### src/rtl/deser_shift_rx.sv
// Serial-in, parallel-out receiver: assembles N-bit words MSB- or LSB-first
// and hands each completed word to a single-entry valid/ready output buffer.
module deser_shift_rx #(
  parameter int N = 4
) (
  input  logic         clk,
  input  logic         rst,
  input  logic         sin,
  input  logic         sin_valid,
  input  logic         msb_first,
  input  logic         sync,
  output logic [N-1:0] q,
  output logic         q_valid,
  input  logic         q_ready,
  output logic         overrun,
  input  logic         clr_ovr
);

  localparam int CW = (N > 2) ? $clog2(N) : 1;
  localparam logic [CW-1:0] CNT_LAST = CW'(N - 1);

  typedef enum logic {
    IDLE   = 1'b0,
    ACTIVE = 1'b1
  } state_t;

  state_t         state_q, state_d;
  logic [N-1:0]   sr_q, sr_d;
  logic [CW-1:0]  cnt_q, cnt_d;
  logic           mode_q, mode_d;
  logic [N-1:0]   buf_q, buf_d;
  logic           qv_q, qv_d;
  logic           ovr_q, ovr_d;

  // sync acts before the bit of the same cycle, so the bit becomes bit 0.
  logic [N-1:0]   base_sr;
  logic [CW-1:0]  base_cnt;
  logic           eff_mode;
  logic [N-1:0]   shifted;
  logic           last_bit;
  logic           buf_free;

  always_ff @(posedge clk) begin
    if (rst) begin
      state_q <= IDLE;
      sr_q    <= '0;
      cnt_q   <= '0;
      mode_q  <= 1'b0;
      buf_q   <= '0;
      qv_q    <= 1'b0;
      ovr_q   <= 1'b0;
    end else begin
      state_q <= state_d;
      sr_q    <= sr_d;
      cnt_q   <= cnt_d;
      mode_q  <= mode_d;
      buf_q   <= buf_d;
      qv_q    <= qv_d;
      ovr_q   <= ovr_d;
    end
  end

  always_comb begin
    base_sr  = sync ? '0 : sr_q;
    base_cnt = sync ? '0 : cnt_q;
    eff_mode = (base_cnt == '0) ? msb_first : mode_q;
    shifted  = eff_mode ? {base_sr[N-2:0], sin} : {sin, base_sr[N-1:1]};
    last_bit = sin_valid && (base_cnt == CNT_LAST);
    buf_free = !qv_q || q_ready;
  end

  always_comb begin
    state_d = state_q;
    sr_d    = base_sr;
    cnt_d   = base_cnt;
    mode_d  = eff_mode;
    buf_d   = buf_q;
    qv_d    = qv_q;
    ovr_d   = ovr_q;

    if (sin_valid) begin
      sr_d  = shifted;
      cnt_d = last_bit ? '0 : base_cnt + CW'(1);
    end

    unique case (state_q)
      IDLE: begin
        if (sin_valid && !last_bit) state_d = ACTIVE;
      end
      ACTIVE: begin
        if (sync && !(sin_valid && !last_bit)) state_d = IDLE;
        else if (last_bit)                     state_d = IDLE;
      end
      default: state_d = IDLE;
    endcase

    if (last_bit && buf_free) begin
      buf_d = shifted;
      qv_d  = 1'b1;
    end else if (qv_q && q_ready) begin
      qv_d  = 1'b0;
    end

    // A dropped word takes priority over a simultaneous clear.
    if (last_bit && !buf_free) ovr_d = 1'b1;
    else if (clr_ovr)          ovr_d = 1'b0;
  end

  assign q       = buf_q;
  assign q_valid = qv_q;
  assign overrun = ovr_q;

endmodule

### config.mk
export PLATFORM = sky130hd
export DESIGN_NAME = deser_shift_rx
export DESIGN_NICKNAME = d
export VERILOG_FILES = /design/src/rtl/deser_shift_rx.sv
export SDC_FILE = /design/constraint.sdc
export NUM_CORES = 1
export LEC_CHECK = 0
export ABC_AREA = 1
export ABC_CLOCK_PERIOD_IN_PS = 2400
export BUFFER_PORTS_ARGS = -buffer_cell sky130_fd_sc_hd__buf_2
export CAP_MARGIN = 20
export CORE_AREA = 2 2 39 41
export DETAILED_ROUTE_END_ITERATION = 6
export DIE_AREA = 0 0 41 43
export HOLD_SLACK_MARGIN = 0.12
export PLACE_DENSITY_LB_ADDON = 0.15
export RECOVER_POWER = 25
export SLEW_MARGIN = 5
export SYNTH_ARGS = -nofsm -noshare
export SYNTH_HDL_FRONTEND = slang
export SYNTH_SLANG_ARGS = --single-unit
### constraint.sdc
create_clock -name clk -period 2.4 [get_ports clk]
set_input_delay 0.24 -clock clk [delete_from_list [all_inputs] [get_ports clk]]
set_output_delay 0.24 -clock clk [all_outputs]
set_load 0.005 [all_outputs]
# Yosys cells after proc, flatten, opt, wreduce, memory -nomap -nowiden

Cells that the tools add are included.

Equality and inequality tests: 1
$add $sub $neg: 1
Reductions and logical operators: 10
Mux-type cells: 11

Operators by type and width:

| kind                                        | count |
|---|---|
| two-way mux 4 bit                           | 3 |
| two-way mux 2 bit                           | 3 |
| two-way mux 1 bit                           | 5 |
| logical AND 1 bit                           | 4 |
| nonzero test 2 bit                          | 2 |
| adder 2 x 1 -> 2 bit, second input constant | 1 |
| == test 2 bit, second input constant        | 1 |
| logical NOT 1 bit                           | 2 |
| logical NOT 2 bit                           | 1 |
| logical OR 1 bit                            | 1 |

Output and inout port bits: 6
Register bits after elaboration: 13
Word-level logic and storage cells: 29
Input port bits: 8

# Depth between registers and ports, before layout

Word-level depth: 5
Mapped depth: 11
Gate-level depth less buffers: 11

# Worst setup path after synthesis

No wires, ideal clock.

Kind: register to register
Start point: reg cnt_q[1]
End point: reg buf_q[3] (netlist: q[3])
Path slack: 1,087 ps
Cell stages (with the launch flop): 11
Path buffers: 0
Data arrival time: 1,202 ps
Setup time: 112 ps
Path through: dfxtp_1 -> inv_1 -> nor2_1 -> inv_1 -> ha_1 -> nand2_1 -> nand2_1 -> nand2_1 -> nand2_1 -> nor2_1 -> nor2_1

Longest elaborated chain between the ends: 4
Elaborated cells between the ends (all ways): 7
Classes of those cells: eq/ne: 1; mux: 3; reduce/logical: 3

Ends and longest elaborated chain:

| element                                                | RTL line | text |
|---|---|---|
| start, declared                                        | 29       | `logic [CW-1:0] cnt_q, cnt_d;` |
| start signal, assigned                                 | 55       | `cnt_q <= cnt_d;` |
| two-way mux 2 bit (*)                                  | 65       | `base_cnt = sync ? '0 : cnt_q;` |
| logical NOT 2 bit or == test 2 bit (tied branches)     | 66, 68   |  |
| two-way mux 1 bit or logical AND 1 bit (tied branches) | 66, 68   |  |
| two-way mux 4 bit or logical AND 1 bit (tied branches) | 67, 97   |  |
| end signal, assigned                                   | 57       | `buf_q <= buf_d;` |
| end, declared                                          | 31       | `logic [N-1:0] buf_q, buf_d;` |

Mark *: on every way between the ends. The rest lies on a longest branch, timed or not.
A chain may end at the register's enable or synchronous reset.

# Final worst setup path

Start point: reg cnt_q[1]
End point: reg buf_q[1] (netlist: q[1])

The elaborated chain is that of the path after synthesis.

==> results.md <==
- Worst hold path class: in2reg
- CP Launch Point: cnt_q[1]$_SDFF_PP0_
- Area fraction of the dominant cell type after synthesis: 0.3888
- Via count: 644
- First-pass GRT wire length: 2145 microns
- Final worst-path cycle share: 0.6252
- Sequential Power Share: 0.548
- GRT Resource Usage Total: 0.1764
- FF+latch count, synth: 13
- DIE AREA: 1763 sq um
- Clock transition at path regs: 0.07 ns
- Peak VDD IR: about 240 uV
- Final min period: 1.501 ns
- Mapped Nets: about 110
- FF-to-FF setup slack: 0.90 ns
- Status: completed
- Post-Syn Area: 669.4 sq um
- Clock power frac: 0.322
- Io pins: 14
- Area leader, netlist: dfxtp_1
- Initial antenna violation count: 0
- Net switching power: 107.0 uW
- Slew Limit Fails: 0
- PwrDens: 550.0 nW/um^2
- Max Cap Viol: 0
- Via-per-instance ratio: 4.701
- Post CTS Setup Buffer Count: 0
- Final number of hold-violating endpoints: 0
- Syn_area_per_cell: 6.375 sq um
- Fin util: 0.5452
- Final hold slack: 0.2095 ns
- Clock Sinks: 13
- Largest family of logic cells by synthesized area: simple AND/OR/NAND/NOR gates
- Hpwl dp: 980.9 microns
- Routed WL: 1229 microns
- Crit path required time: 2.61 ns
- Layout area overhead: 12.71%
- Synth Area in Compound Gates: 0.05981
- Die height: 43 microns
- Cells after Synth: 105
- Clk buf depth: 2
- Switching part of the total: 0.2578
- Vias in the first global route: 567
- Top delay family on crit path: simple AND/OR/NAND/NOR gates
- Simple-Gate Fraction of Synth Area: 0.3925
- Post-route DRC: 0
- Int Pwr: 307.9 uW
- Final setup vio count: 0
- Area of the core: roughly 1400 sq um
- Setup crit start kind: flip-flop
- Critical path class: reg2reg
- GP Congestion: 0.9114
- GRT Residual Overflow: 0
- Starting DRT DRC Count: 13
- IO buf count: 13
- # rows: 14
- Synth top area cells: dfxtp_1 (39%), nand2_1 (13%), nor2_1 (13%)
- Antenna Nets Post-Route: 0
- Clk root buf: clkbuf_4
- CTS tree: built
- Synth Area in XOR/XNOR: 0
- Number of hold buffers added after CTS: 0
- Syn. warnings: 0
- Adder-cell share of the synthesized area: 0.01869
- Slowest stage cell on the critical path: dfxtp_1
- Distinct cells, synth: 15
- Worst slew pin tran: around 0.31 ns
- Sum Neg Setup Slack: 0 ns
- WP buf/inv: 3
- Net count, final: 131
- First drt pass iteration count: 4
- CP max FO: 6
- Max Fclk: about 670 MHz
- Logic pwr share: 0.130
- Pin count of the biggest net entering global routing: 10
- Pleak: 0.0004283 uW
- Critical Path Sink Type: flip-flop
- Slew headroom: 0.7904
- Mux cell area share after synthesis: 0
- CTS H-tree lvls: 1
- Max incr delay on CP: around 0.38 ns
- Clk_skew: 0.004864 ns
- Origin of the worst min-delay path: rst
- Share of cells above drive strength 1: 0.1570
- CP Cell Sequence: inv_1 > nor2_1 > inv_1 > ha_1 > inv_1 > nand2_1 > nand2_1 > nand2_1 > nand2_1 > nor2_1 > nor2_1
- Sequential area share after synthesis: 0.3888
- Cell mode on critical path: nand2_1
- RSZ-0062 raised after global routing: no
- Initial Util: 0.4837
- Arr. time, crit path: 1.71 ns
- Clock Latency Late Sink: 0.27 ns
- FF-to-FF Start: cnt_q[1]$_SDFF_PP0_
- Gates resized, CTS repair: 0
- Num CTS Buffers: 3
- N_diodes: 0
- Chip width: 41 microns
- Routed length per instance: around 9 microns
-- power by group through the flow --
stage	clock network [uW]	registers, uW	logic [uW]
2_1_floorplan	0	232	40.1
3_3_place_gp	0	233	55.2
3_5_place_dp	0	233	55.4
4_1_cts	137	228	56.0
5_1_grt	146	229	63.7
6_report	133	227	54.1
-- synthesized netlist by cell type (all sizes together) --
cell and number:
nor3 1, nor2 24, dfxtp 13, nand2 26
buf 1, nand3 9, ha 1, o21ai 4
inv 22, a21oi 4
-- final cells by class --
| cell class | instances | area [sq um] |
|---|---|---|
| clock buffers | 4 | 26.28 |
| fillers | 144 | 629.4 |
| well taps | 16 | 20.02 |
| flip-flops and latches | 13 | 260.3 |
| repair buffers | 13 | 65.06 |
| multi-input cells | 69 | 300.3 |
| inverters | 22 | 82.58 |
-- sequential cells by signal, indices dropped and copies added (netlist names) --
name	flops
cnt_q	2
q	4
mode_q	1
overrun	1
sr_q	4
q_valid	1
-- placed cells by master, fill, tap and decap left out --
cell and instances:
ha_1 1, buf_2 13, inv_1 21, o21ai_0 4
nand2_1 25, nor2_1 23, nor3_1 1, nand2_4 1
inv_2 1, a21oi_1 4, nor2_2 1, clkbuf_1 1
nand3_1 9, dfxtp_1 13, clkbuf_4 3
-- per-layer routing --
layer	global-route usage	vias to the layer above	wire, microns
li1	-	345	-
met1	0.2150	282	566
met2	0.2844	15	595
met3	0.03141	2	52
met4	0.08000	0	15
met5	0	-	0
-- logic make-up (layout without fill, tap and decap cells) --
group / count (synthesis) / count (layout)
and+or+nand+nor: 60 / 60
adders and majority gates: 1 / 1
AOI/OAI and AO/OA: 8 / 8
DFF: 13 / 13
buffers and inverters: 23 / 39
-- final timing paths --
| kind | to | cells past startpoint |
|---|---|---|
| max | q[1]$_SDFFE_PP0P_ | 11 |
| min | overrun$_SDFFE_PP0P_ | 2 |
| max reg2reg | q[1]$_SDFFE_PP0P_ | 11 |
| min reg2reg | overrun$_SDFFE_PP0P_ | 2 |
-- metrics by stage --
step,worst slack (ns),std cells,power [uW],area (sq um)
2_1_floorplan,1.087,105,272.3,669.4
4_1_cts,0.9274,137,420.3,769.5
6_report,0.8995,137,414.9,754.5
5_1_grt,0.6422,137,438.0,754.5
3_3_place_gp,0.9515,133,287.8,743.2
3_5_place_dp,0.9429,133,288.3,743.2
No activity file was read; power rests on OpenSTA's default activity.
